<file path="src/rtl/fifo_arb_pkg.sv">
// Shared types and default parameters for the round-robin FIFO write arbiter.
package fifo_arb_pkg;

  typedef enum logic {ARB_IDLE, ARB_GRANT} arb_state_t;

  localparam int ARB_NUM_REQ    = 4;
  localparam int ARB_DATA_WIDTH = 32;
  localparam int ARB_MAX_BURST  = 4;
  localparam int ARB_STATS_W    = 32;

endpackage

</file>
<file path="src/rtl/rr_priority_picker.sv">
// Combinational round-robin search: first valid requester at or after rr_ptr, wrapping.
module rr_priority_picker
  import fifo_arb_pkg::*;
#(
  parameter int NUM_REQ   = ARB_NUM_REQ,
  parameter int REQ_IDX_W = $clog2(NUM_REQ)
) (
  input  logic [NUM_REQ-1:0]   req_valid,
  input  logic [REQ_IDX_W-1:0] rr_ptr,
  output logic                 found,
  output logic [REQ_IDX_W-1:0] winner
);

  always_comb begin
    int sum;
    logic [REQ_IDX_W-1:0] idx;
    sum    = 0;
    idx    = '0;
    found  = 1'b0;
    winner = '0;
    // Walk from farthest to nearest so the nearest valid requester is written last.
    for (int k = NUM_REQ - 1; k >= 0; k--) begin
      sum = int'(rr_ptr) + k;
      if (sum >= NUM_REQ) sum = sum - NUM_REQ;
      idx = REQ_IDX_W'(sum);
      if (req_valid[idx]) begin
        found  = 1'b1;
        winner = idx;
      end
    end
  end

endmodule

</file>
<file path="src/rtl/fifo_rr_write_arbiter.sv">
// Round-robin, burst-limited arbiter sharing one FIFO write port among NUM_REQ producers.
// Optional per-requester beat counters are built when ARB_STATS_EN is defined.
//
// state     | meaning
// ----------+-----------------------------------------------------------
// ARB_IDLE  | no owner; pick next requester from rr_ptr, grant next cycle
// ARB_GRANT | owner grant_idx streams beats until burst limit or withdraw
module fifo_rr_write_arbiter
  import fifo_arb_pkg::*;
#(
  parameter int NUM_REQ    = ARB_NUM_REQ,
  parameter int DATA_WIDTH = ARB_DATA_WIDTH,
  parameter int MAX_BURST  = ARB_MAX_BURST,
  localparam int REQ_IDX_W   = $clog2(NUM_REQ),
  localparam int BURST_CNT_W = $clog2(MAX_BURST + 1)
) (
  input  logic                          clk,
  input  logic                          reset,
  input  logic [NUM_REQ-1:0]            req_valid,
  input  logic [NUM_REQ*DATA_WIDTH-1:0] req_data,
  output logic [NUM_REQ-1:0]            req_ready,
  output logic                          fifo_w_req,
  output logic [DATA_WIDTH-1:0]         fifo_w_data,
  input  logic                          fifo_w_stall,
  output logic [NUM_REQ-1:0]            grant_onehot,
  output logic [REQ_IDX_W-1:0]          grant_idx,
  output logic                          busy
`ifdef ARB_STATS_EN
  ,
  output logic [NUM_REQ*ARB_STATS_W-1:0] beat_count
`endif
);

  arb_state_t             state;
  logic [REQ_IDX_W-1:0]   rr_ptr;
  logic [BURST_CNT_W-1:0] burst_cnt;
  logic                   pick_found;
  logic [REQ_IDX_W-1:0]   pick_winner;
  logic                   owner_valid;
  logic                   beat;
  logic                   last_beat;
  logic                   release_grant;

  rr_priority_picker #(
    .NUM_REQ   (NUM_REQ),
    .REQ_IDX_W (REQ_IDX_W)
  ) u_picker (
    .req_valid (req_valid),
    .rr_ptr    (rr_ptr),
    .found     (pick_found),
    .winner    (pick_winner)
  );

  assign busy          = (state == ARB_GRANT);
  assign owner_valid   = req_valid[grant_idx];
  assign beat          = busy && owner_valid && !fifo_w_stall;
  assign last_beat     = beat && (burst_cnt == BURST_CNT_W'(MAX_BURST - 1));
  // A withdrawn owner releases even while stalled; no beat is possible then.
  assign release_grant = busy && (last_beat || !owner_valid);
  assign req_ready     = (busy && !fifo_w_stall) ? grant_onehot : '0;
  assign fifo_w_req    = beat;

  always_comb begin
    fifo_w_data = '0;
    for (int i = 0; i < NUM_REQ; i++) begin
      if (busy && (grant_idx == REQ_IDX_W'(i))) fifo_w_data = req_data[i*DATA_WIDTH +: DATA_WIDTH];
    end
  end

  always_ff @(posedge clk or posedge reset) begin
    if (reset) begin
      state        <= ARB_IDLE;
      rr_ptr       <= '0;
      grant_idx    <= '0;
      grant_onehot <= '0;
      burst_cnt    <= '0;
    end else begin
      case (state)
        ARB_IDLE: begin
          if (pick_found) begin
            state        <= ARB_GRANT;
            grant_idx    <= pick_winner;
            grant_onehot <= {{(NUM_REQ-1){1'b0}}, 1'b1} << pick_winner;
            burst_cnt    <= '0;
          end
        end
        ARB_GRANT: begin
          if (release_grant) begin
            state        <= ARB_IDLE;
            grant_idx    <= '0;
            grant_onehot <= '0;
            burst_cnt    <= '0;
            rr_ptr       <= (grant_idx == REQ_IDX_W'(NUM_REQ - 1)) ? '0 : grant_idx + 1'b1;
          end else if (beat) begin
            burst_cnt <= burst_cnt + 1'b1;
          end
        end
        default: state <= ARB_IDLE;
      endcase
    end
  end

`ifdef ARB_STATS_EN
  always_ff @(posedge clk or posedge reset) begin
    if (reset) begin
      beat_count <= '0;
    end else begin
      for (int i = 0; i < NUM_REQ; i++) begin
        if (beat && (grant_idx == REQ_IDX_W'(i)))
          beat_count[i*ARB_STATS_W +: ARB_STATS_W] <= beat_count[i*ARB_STATS_W +: ARB_STATS_W] + 1'b1;
      end
    end
  end
`endif

endmodule

</file>
<file path="config.mk">
export PLATFORM = sky130hd
export DESIGN_NAME = fifo_rr_write_arbiter
export DESIGN_NICKNAME = d
export VERILOG_FILES = /design/src/rtl/fifo_arb_pkg.sv /design/src/rtl/rr_priority_picker.sv /design/src/rtl/fifo_rr_write_arbiter.sv
export SDC_FILE = /design/constraint.sdc
export NUM_CORES = 1
export LEC_CHECK = 0
export ABC_AREA = 1
export CORE_MARGIN = 4
export CORE_UTILIZATION = 34
export CTS_BUF_LIST = sky130_fd_sc_hd__clkbuf_16
export CTS_CLUSTER_DIAMETER = 150
export DETAILED_ROUTE_END_ITERATION = 16
export PLACE_DENSITY_LB_ADDON = 0.15
export SYNTH_ARGS = -nofsm -noshare
export SYNTH_HDL_FRONTEND = slang
export SYNTH_SLANG_ARGS = --single-unit
</file>
<file path="constraint.sdc">
create_clock -name clk -period 4.4 [get_ports clk]
set_clock_uncertainty 0.1 [all_clocks]
set_input_delay 1.1 -clock clk [delete_from_list [all_inputs] [get_ports clk]]
set_output_delay 1.1 -clock clk [all_outputs]
set_load 0.03 [all_outputs]
</file>
# Word-level counts from Yosys, hierarchy flattened
# Cells that the tools add are included.
dict set report classes {
  n_bitwise 1
  shift 1
  n_addsub 9
  n_reduce_logical 16
  eq_ne 7
  n_mux 41
  order_cmp 9
}
# cell n
set ops {}
lappend ops {{32-bit 2-to-1 mux} 4}
lappend ops {{2-bit 2-to-1 mux} 11}
lappend ops {{2-bit by 3-bit < comparator with 1-bit output, second input constant} 5}
lappend ops {{4-bit 2-to-1 mux} 3}
lappend ops {{1-bit 2-to-1 mux} 11}
lappend ops {{1-bit binary-select mux with 2-bit select} 5}
lappend ops {{3-bit >= comparator, second input constant} 3}
lappend ops {{1-bit logical AND} 9}
lappend ops {{3-bit 2-to-1 mux} 3}
lappend ops {{4-bit case mux with 2 select lines} 1}
lappend ops {{2-bit by 1-bit subtractor with 2-bit output, second input constant} 4}
lappend ops {{2-bit by 2-bit adder with 3-bit output, second input constant} 2}
lappend ops {{3-bit case mux with 2 select lines} 1}
lappend ops {{2-bit AND reduction} 3}
lappend ops {{2-bit == test, second input constant} 2}
lappend ops {{2-bit case mux with 2 select lines} 1}
lappend ops {{1-bit by 2-bit << shifter with 4-bit output, first input constant} 1}
lappend ops {{2-bit by 1-bit adder with 3-bit output, second input constant} 1}
lappend ops {{3-bit by 1-bit adder with 3-bit output, second input constant} 1}
lappend ops {{3-bit by 2-bit == test with 1-bit output, second input constant} 1}
lappend ops {{2-bit by 3-bit >= comparator with 1-bit output, second input constant} 1}
lappend ops {{3-bit by 1-bit != test with 1-bit output, second input constant} 1}
lappend ops {{2-bit by 1-bit adder with 2-bit output, second input constant} 1}
lappend ops {{2-bit by 1-bit == test with 1-bit output, second input constant} 1}
lappend ops {{other kinds (7)} 8}
dict set report totals {
  in_bits 135
  out_inout_bits 44
  word_cells 89
  regBits 12
}

# Depth between registers and ports, before layout
# Gate-level depths: netlist of run 1.
dict set report depth {
  ltp_word 12
  mapped_depth 13
  depth_no_buf 12
}

# Modules after synthesis
# A second synthesis of run 1 with hierarchy kept.
dict set report unflattened {
  cells_unflattened 486
  hier_area_um2 2362.3
}
# module area_each_um2 n_inst cells_per_inst seq_area_each_um2
set modules_own_cells {}
lappend modules_own_cells {fifo_rr_write_arbiter 2149.6 1 440 300.3}
lappend modules_own_cells {rr_priority_picker 212.7 1 46 0.0}

# Worst setup path before layout of run 1
# No wires, ideal clock.
dict set report synth_path {
  kind {flip-flop to output port}
  from {register grant_idx[0]}
  to {output fifo_w_data[24]}
  t_arrival_ns 1.830
  slack_ns 1.370
  path_stages_with_launch 8
  required_ns 3.200
  n_path_buf 1
  cell_sequence {dfrtp_1 > inv_1 > ha_1 > nand2_1 > clkbuf_1 > nand3_1 > o211ai_1 > nand2_1}
}
dict set report synth_between {
  elab_chain_len 6
  elab_cells_between_ends 12
  cone_classes {eq/ne (3); mux (4); reduce/logical (5)}
}
# item line
set synth_rtl {}
lappend synth_rtl {{from (decl)} fifo_rr_write_arbiter.sv:26} ;# output logic [REQ_IDX_W-1:0] grant_idx,
lappend synth_rtl {{from (signal assigned)} fifo_rr_write_arbiter.sv:82} ;# grant_idx <= pick_winner;
lappend synth_rtl {{2-bit logical NOT} fifo_rr_write_arbiter.sv:66} ;# if (busy && (grant_idx == REQ_IDX_W'(i))) fifo_w_data = req_data[i*DATA_WIDTH +: DATA_WIDTH];
lappend synth_rtl {{1-bit logical AND} fifo_rr_write_arbiter.sv:66}
lappend synth_rtl {{32-bit 2-to-1 mux (3 in series)} fifo_rr_write_arbiter.sv:66}
lappend synth_rtl {{32-bit 2-to-1 mux (*)} fifo_rr_write_arbiter.sv:66}
lappend synth_rtl {{to (decl)} fifo_rr_write_arbiter.sv:23} ;# output logic [DATA_WIDTH-1:0] fifo_w_data,
# Every way passes the cells marked *; elsewhere a longest branch is shown, timed or not.

# Worst setup path in the final report of run 1
dict set report layout_path {
  from {input req_valid[1]}
  to {output fifo_w_req}
}
dict set report layout_between {
  elab_chain_len 4
}
# item line
set layout_rtl {}
lappend layout_rtl {{from (decl)} fifo_rr_write_arbiter.sv:19} ;# input logic [NUM_REQ-1:0] req_valid,
lappend layout_rtl {{1-bit binary-select mux with 2-bit select} fifo_rr_write_arbiter.sv:55} ;# assign owner_valid = req_valid[grant_idx];
lappend layout_rtl {{1-bit 2-to-1 mux (implied by the code)} fifo_rr_write_arbiter.sv:55}
lappend layout_rtl {{1-bit logical AND (2 in series)} fifo_rr_write_arbiter.sv:56} ;# assign beat = busy && owner_valid && !fifo_w_stall;
lappend layout_rtl {{to (decl)} fifo_rr_write_arbiter.sv:22} ;# output logic fifo_w_req,
# Every way passes these cells. The select of a mux whose other input is x is not followed.

==> impl_metrics.toml, run 1 <==
[run_status]
outcome = "finished clean"

[yosys]
ys_warn_count = 0
ys_ff_latch = 12
synthMostInstantiatedCell = "nand2_1"
synth_ff_type = "dfrtp_1"
postSynth.asyncResetShare = 1.00
synth_common_cells = "nand2_1 (161), nand3_1 (78), o211ai_1 (32), inv_1 (23), clkbuf_1 (19)"
synth_edf_count = 0
seq_area_frac_synth = 0.152
postSynthCellCount = 367
syn_area_sq_um = 1970
synth_area_leader_cell = "nand2_1"
synth_top_area_share = 0.307
synth.net_count = 508
avgSynthCellArea_sq_um = 5.37
synth.top_cells.by_area = "nand2_1 (31%), nand3_1 (20%), dfrtp_1 (15%), o211ai_1 (12%), inv_1 (4.4%)"
synth.distinct_cells = 20

[routing]
drc = 0
routed-wl-met3_um = 673
postRouteAntennaNets = 0
avgViaCountPerCell = 5.07
routed_wl_mm = 9.66
highest_layer = "met4"
wl_per_cell_um = 16.0
drt_iter0_drc = 83
num_vias = 3065
wl_met2_mm = 4.95
firstDrtPassIters = 4
wl_met1_mm = 3.79

[layout]
antenna_cells = 0
layout.nets = 674
area_delta_synth_final_pct = 92.5
multi_input_area_sq_um = 1470
drive_gt1_frac = 0.102
regArea_sq_um = 300
final_cells = 604
fillers = 519

[place]
place_congestion = 0.939
dp_cells = 600
dp_hpwl_mm = 7.33
portBuffers = 178

[setup_path]
crit_path_max_incr_delay_ns = 0.66
crit_path_top_delay_cell = "clkdlybuf4s50_1"
required_ns = 3.20
r2r-start = "rr_ptr[0]"
path_cells = "clkdlybuf4s50_1 -> nand2_1 -> nand3_1 -> nand2_1 -> inv_1 -> nand2_1 -> inv_1 -> clkdlybuf4s50_1"
path_max_fanout = 3
criticalPathCategory = "in -> out"
crit_path_frequent_cell = "nand2_1"
worstPathArrival_ns = 2.71
ff2ff_setup_slack_ns = 2.60
setup.worst_path.start = "req_valid[1]"
crit_path_end_kind = "output port"
r2r_cells = 11
cp-start-kind = "input pin"

[clocking]
cts-resized-gates = 0
postCtsSetupBuffers = 0
ctsRootBufferMaster = "clkbuf_16"
ctsHoldBuffers = 0
clk_pin_slew_ns = 0.04
cts_tree = "yes"
cts.sinks = 12
htreeDepth = 1
cts-buffers-inserted = 3
clock_latency_ns = 0.24
clock_path_buffers = 2

[timing]
fmax_mhz = 256
max-slew-margin-rel = 0.579
slew_violations = 0
rsz0062_at_grt = "no"
tightest_slew_ns = 0.631
period_share = 0.888
fin_crit_ns = 3.91
final_hold_viol_count = 0
tns_ns = 0
final-setup-viol-count = 0

[floorplan]
dieArea_sq_um = 7080
die_h_um = 84.1
num_io_pins = 179
row_count = 27
die_w_um = 84.1
core_area_sq_um = 5570
start_util = 0.354

[grt]
grt_overflow = 0
antenna_found_initial = 0
grt_pass1_wl_mm = 15.3
grt_max_degree = 65
grt_util_all_layers = 0.262
grt_pass1_vias = 2887

[worst_hold_path]
worstHoldPathType = "reg -> reg"
holdPathStages = 2
min_from = "burst_cnt[1]"

[power_and_ir_drop]
clkPwrFrac = 0.062
power.internal_w = 0.00112
power.switching_w = 0.00159
p_seq_frac = 0.077
worst_ir_drop_vdd_uv = 560
comb_power_share = 0.861
swShare = 0.588
cellPowerDensity_nw_per_um2 = 714
leakagePower_nw = 1.85

[flow_run]
maxCapViolCount = 0
## critical path, delay by kind of cell
| family | cells | cell delay [ns] |
|---|---|---|
| buf+inv | 4 | 1.31 |
| simple gates | 4 | 0.29 |
## cells in the final DEF (no fill, tap or decap), types with 3 or more instances in the layout
cell / instances
buf_4: 39
clkdlybuf4s50_1: 146
dfrtp_1: 12
ha_1: 6
nor2_1: 14
clkbuf_16: 3
o211ai_1: 32
o21ai_0: 3
inv_1: 23
inv_2: 3
nand2_1: 160
nand2_2: 5
nand3_1: 78
## registers in the layout, summed over array words and instances, names as in the netlist
signal / flops
grant_onehot: 4
burst_cnt: 3
grant_idx: 2
rr_ptr: 2
busy: 1
## metrics by stage
step                instance area [sq um]  setup WS (ns)  hold WS (ns)  power (W)   util
finish                               3790          0.495         0.389    0.00271  0.681
global route                         3790          0.404         0.411    0.00294  0.681
CTS                                  3790          0.493         0.395    0.00272  0.681
detailed placement                   3710          0.508         0.377    0.00252  0.666
global placement                     3710          0.513         0.363    0.00250  0.666
floorplan                            1970           1.37         0.349    0.00173      -
## metal layers
layer	global-route usage	vias up
li1	-	1543
met1	0.323	1367
met2	0.474	136
met3	0.0393	19
met4	0.0673	0
met5	0	-
## final timing paths
check,to
worst max-delay path,fifo_w_req
worst min-delay path,burst_cnt[1]
worst max register to register,burst_cnt[0]
worst min register to register,burst_cnt[1]
max in group asynchronous,rr_ptr[0]
min in group asynchronous,grant_onehot[0]
## power groups by stage
stage                     clock, W  sequential (W)  combinational (W)
after floorplan                  0        0.000242            0.00148
after global placement           0        0.000207            0.00229
after detailed placement         0        0.000209            0.00232
after CTS                 0.000167        0.000208            0.00235
after global routing      0.000174        0.000219            0.00254
final                     0.000168        0.000209            0.00233
## cell type report
class                      instances  area share
clock inverter                     1    0.000989
tap                               72      0.0237
sequential                        12      0.0792
multi-input combinational        305       0.388
inverter                          26      0.0257
timing repair buffer             185       0.462
clock buffer                       3      0.0198
## logic make-up after synthesis
logic type / Yosys count / synth area share
flops: 12 / 0.152
buf+inv: 50 / 0.102
fa+ha+maj: 6 / 0.0381
compound gates: 38 / 0.140
simple gates: 261 / 0.568
(Power assumes the default switching activity.)
==> run 2, diff against run 1 <==
--- a/config.mk
+++ b/config.mk
@@ -8,7 +8,6 @@
 export ABC_AREA = 1
 export CORE_MARGIN = 4
 export CORE_UTILIZATION = 34
-export CTS_BUF_LIST = sky130_fd_sc_hd__clkbuf_16
 export CTS_CLUSTER_DIAMETER = 150
 export DETAILED_ROUTE_END_ITERATION = 16
 export PLACE_DENSITY_LB_ADDON = 0.15
==> run 2 against run 1 <==
- cell count is the same
- sequential power is essentially flat
- fmax shrank 0.14%
- design area shrank 0.63%
- setup slack lost 0.0056 ns
- utilization shrank 0.43 points
- non-clock buffer count is the same
- critical path depth is the same
- critical endpoint unchanged
- largest cell class unchanged
- largest power group unchanged
- highest routed layer unchanged
==> impl_metrics.toml, run 2 (synthesis results as in run 1) <==
[setup_path]
worstPathArrival_ns = 2.71
crit_path_end_kind = "output port"
setup.worst_path.start = "req_valid[1]"
ff2ff_setup_slack_ns = 2.63
path_max_fanout = 3
r2r-end = "burst_cnt[1]"
r2r_cells = 11
required_ns = 3.20
criticalPathCategory = "in -> out"
cp-start-kind = "input pin"
r2r-start = "rr_ptr[0]"

[layout]
area_delta_synth_final_pct = 91.3
layout_commonest_cell = "nand2_1"
antenna_cells = 0
top_regs = "grant_onehot: 4 flops, burst_cnt: 3 flops"
layout.nets = 674
top_register = "grant_onehot"
drive_gt1_frac = 0.103
final_cells = 604
final_cell_mix = "nand2_1 (160), clkdlybuf4s50_1 (146), nand3_1 (78)"
fillers = 524
largest_reg_flops = 4

[floorplan]
start_util = 0.354
core_area_sq_um = 5570
dieArea_sq_um = 7080
die_w_um = 84.1
die_h_um = 84.1
num_io_pins = 179
row_count = 27

[timing]
final-setup-viol-count = 0
slew_violations = 0
fmax_mhz = 256
tightest_slew_ns = 0.624
tns_ns = 0
fin_crit_ns = 3.91
rsz0062_at_grt = "no"
period_share = 0.889
holdWs_ns = 0.390
final_hold_viol_count = 0
max-slew-margin-rel = 0.584

[clocking]
htreeDepth = 1
clk_pin_slew_ns = 0.06
ctsRootBufferMaster = "clkbuf_8"
cts.sinks = 12
clock_path_buffers = 2
ctsHoldBuffers = 0
clock_latency_ns = 0.25
cts_tree = "yes"
cts-buffers-inserted = 3
cts-resized-gates = 0
postCtsSetupBuffers = 0

[routing]
postRouteAntennaNets = 0
routed_wl_mm = 9.61
drc = 0
wl_per_cell_um = 15.9
drt_iter0_drc = 113
avgViaCountPerCell = 5.07
firstDrtPassIters = 4
num_vias = 3061

[worst_hold_path]
worstHoldPathType = "reg -> reg"
min_from = "burst_cnt[1]"
holdPathStages = 2
whs_endpoint = "burst_cnt[1]"

[power_and_ir_drop]
cellPowerDensity_nw_per_um2 = 705
worst_ir_drop_vdd_uv = 515
leakagePower_nw = 1.84

[place]
dp_hpwl_mm = 7.33
place_congestion = 0.939
dp_cells = 600
portBuffers = 178

[flow_run]
maxCapViolCount = 0

[grt]
grt_util_all_layers = 0.259
grt_overflow = 0
grt_pass1_wl_mm = 15.1
grt_max_degree = 65
antenna_found_initial = 0
grt_pass1_vias = 2850

[run_status]
outcome = "finished clean"
-- run 2: cell count changes in the layout (fill, tap and decap cells not counted) --
cell       previous run  this run
clkbuf_8              0         4
clkbuf_16             3         0
clkinv_1              1         0
-- run 2: layout make-up --
class                           instances  area (sq um)  area share
Timing Repair Buffer                  185          1750       0.465
Tap cell                               72          90.1      0.0239
Clock buffer                            4          55.1      0.0146
Inverter                               26          97.6      0.0259
Multi-Input combinational cell        305          1470       0.391
Sequential cell                        12           300      0.0797
-- run 2: metrics by stage --
stage,utilization,cell area (sq um),worst slack [ns],total power (W)
CTS,0.676,3770,0.493,0.00267
global placement,0.666,3710,0.513,0.00250
detailed placement,0.666,3710,0.508,0.00252
floorplan,-,1970,1.37,0.00173
finish,0.676,3770,0.489,0.00266
global route,0.676,3770,0.404,0.00288
-- run 2: power by group --
group          total [W]  leakage, nW  internal (W)  switching, W
Clock           0.000123       0.0288     0.0000793     0.0000440
Sequential      0.000208        0.155      0.000156     0.0000525
Combinational    0.00233         1.65      0.000840       0.00149
Total            0.00266         1.84       0.00107       0.00158
-- run 2: worst max-delay path, cell delays in order --
cell and delay [ns]:
clkdlybuf4s50_1 0.51, nand2_1 0.06, nand3_1 0.09, nand2_1 0.10, inv_1 0.09, nand2_1 0.05, inv_1 0.05, clkdlybuf4s50_1 0.66
-- run 2: routing by layer --
layer / vias up / wire [um] / GRT usage
met4: 0 / 179 / 0.0599
met2: 126 / 4920 / 0.470
met5: - / 0 / 0
li1: 1549 / - / -
met1: 1371 / 3860 / 0.321
met3: 15 / 651 / 0.0363
-- run 2: worst max-delay path by stage --
| stage | endpoint | slack [ns] | cells past startpoint |
|---|---|---|---|
| 2_1_floorplan | fifo_w_data[24] | 1.37 | 7 |
| 3_3_place_gp | fifo_w_req | 0.51 | 8 |
| 3_5_place_dp | fifo_w_req | 0.51 | 8 |
| 4_1_cts | fifo_w_req | 0.49 | 8 |
| 5_1_grt | fifo_w_req | 0.40 | 8 |
| 6_report | fifo_w_req | 0.49 | 8 |
==> run 3, diff against run 2 <==
--- a/config.mk
+++ b/config.mk
@@ -6,10 +6,12 @@
 export NUM_CORES = 1
 export LEC_CHECK = 0
 export ABC_AREA = 1
-export CORE_MARGIN = 4
+export CAP_MARGIN = 20
+export CORE_MARGIN = 5
 export CORE_UTILIZATION = 34
 export CTS_CLUSTER_DIAMETER = 150
 export DETAILED_ROUTE_END_ITERATION = 16
+export HOLD_SLACK_MARGIN = 0.1
 export PLACE_DENSITY_LB_ADDON = 0.15
 export SYNTH_ARGS = -nofsm -noshare
 export SYNTH_HDL_FRONTEND = slang
==> run 3 against run 2 <==
- flip-flop and latch count stayed put
- critical path depth stayed put
- largest cell class unchanged
- global-route usage is 2.0 points lower
- register-to-register slack worse by 0.20 ns
- highest routed layer unchanged
- critical path type unchanged
==> impl_metrics.toml, run 3 (synthesis results as in run 1) <==
[layout]
area_delta_synth_final_pct = 90.9
drive_gt1_frac = 0.100
largest_reg_flops = 4
final_cell_mix = "nand2_1 (160), clkdlybuf4s50_1 (146), nand3_1 (78)"
antenna_cells = 0
top_register = "grant_onehot"
postLayoutCellArea_sq_um = 3760
fillers = 509
layout_commonest_cell = "nand2_1"
top_regs = "grant_onehot: 4 flops, burst_cnt: 3 flops"
layout.nets = 673

[timing]
slew_violations = 0
fin_crit_ns = 3.91
max-slew-margin-rel = 0.599
tightest_slew_ns = 0.600
tns_ns = 0
rsz0062_at_grt = "no"
final_hold_viol_count = 0
period_share = 0.888
final-setup-viol-count = 0
fmax_mhz = 256

[grt]
grt_pass1_vias = 2826
grt_pass1_wl_mm = 14.4
grt_max_degree = 34
grt_overflow = 0
grt_util_all_layers = 0.239
antenna_found_initial = 0

[place]
dpl-instance-area_sq_um = 3720
portBuffers = 178
place_congestion = 0.855
dp_hpwl_mm = 7.44

[floorplan]
start_util = 0.354
num_io_pins = 179
die_h_um = 86.1
core_area_sq_um = 5570
die_w_um = 86.1
row_count = 27
dieArea_sq_um = 7420

[routing]
firstDrtPassIters = 4
num_vias = 2979
postRouteAntennaNets = 0
avgViaCountPerCell = 4.95
routed_wl_mm = 9.45
drc = 0
wl_per_cell_um = 15.7
drt_iter0_drc = 80

[setup_path]
r2r-end = "rr_ptr[0]"
ff2ff_setup_slack_ns = 2.43
required_ns = 3.20
cp-start-kind = "input pin"
criticalPathCategory = "in -> out"
r2r-start = "busy"
setup.worst_path.start = "req_valid[0]"
r2r_cells = 5
crit_path_end_kind = "output port"
worstPathArrival_ns = 2.71
path_max_fanout = 3

[worst_hold_path]
whs_endpoint = "burst_cnt[2]"
min_from = "burst_cnt[2]"
worstHoldPathType = "reg -> reg"
holdPathStages = 2

[clocking]
clock_latency_ns = 0.24
cts-buffers-inserted = 3
ctsHoldBuffers = 0
cts-resized-gates = 0
clk_pin_slew_ns = 0.05
postCtsSetupBuffers = 0
cts.sinks = 12
cts_tree = "yes"
clock_path_buffers = 2
ctsRootBufferMaster = "clkbuf_8"
htreeDepth = 1

[flow_run]
maxCapViolCount = 0

[power_and_ir_drop]
leakagePower_nw = 1.83
worst_ir_drop_vdd_uv = 471
cellPowerDensity_nw_per_um2 = 699

[run_status]
outcome = "finished clean"
[run 3: cell types whose count changed in the layout (fill, tap and decap cells not counted)]
| cell | before | now |
|---|---|---|
| buf_4 | 39 | 37 |
| buf_12 | 0 | 1 |
| clkbuf_8 | 4 | 3 |
[run 3: stage by stage]
stage	utilization	cells	power [W]	setup slack, ns	hold WS (ns)
after floorplan	-	367	0.00173	1.37	0.349
after global placement	0.667	599	0.00251	0.511	0.364
after detailed placement	0.667	599	0.00254	0.513	0.369
after CTS	0.675	602	0.00264	0.500	0.382
after global routing	0.675	602	0.00286	0.386	0.419
final	0.675	602	0.00263	0.493	0.378
[run 3: how the worst max path moves through the flow]
stage               slack [ns]              end
finish                    0.49       fifo_w_req
global route              0.39       fifo_w_req
CTS                       0.50       fifo_w_req
detailed placement        0.51       fifo_w_req
global placement          0.51       fifo_w_req
floorplan                 1.37  fifo_w_data[24]
[run 3: cell type report]
class / count / area (sq um) / area share
Sequential cell: 12 / 300 / 0.0798
Timing Repair Buffer: 184 / 1760 / 0.468
Multi-Input combinational cell: 305 / 1470 / 0.392
Tap cell: 72 / 90.1 / 0.0240
Clock buffer: 3 / 41.3 / 0.0110
Inverter: 26 / 97.6 / 0.0259
[run 3: worst max-delay path: stages]
cell             delay [ns]
clkdlybuf4s50_1        0.51
nand2_1                0.07
nand3_1                0.06
nand2_1                0.10
inv_1                  0.09
nand2_1                0.05
inv_1                  0.05
clkdlybuf4s50_1        0.66
[run 3: layer usage]
metal  track usage  share of wire  up-vias
li1              -              -     1537
met1         0.298           0.39     1288
met2         0.407           0.49      130
met3        0.0442          0.089       24
met4        0.0878          0.029        0
met5             0              0        -
[run 3: where the power goes]
group / total (W) / leakage, nW / internal, W / switching (W)
clock: 0.0000983 / 0.0216 / 0.0000601 / 0.0000381
sequential: 0.000232 / 0.155 / 0.000156 / 0.0000764
combinational: 0.00230 / 1.65 / 0.000843 / 0.00145
total: 0.00263 / 1.83 / 0.00106 / 0.00157
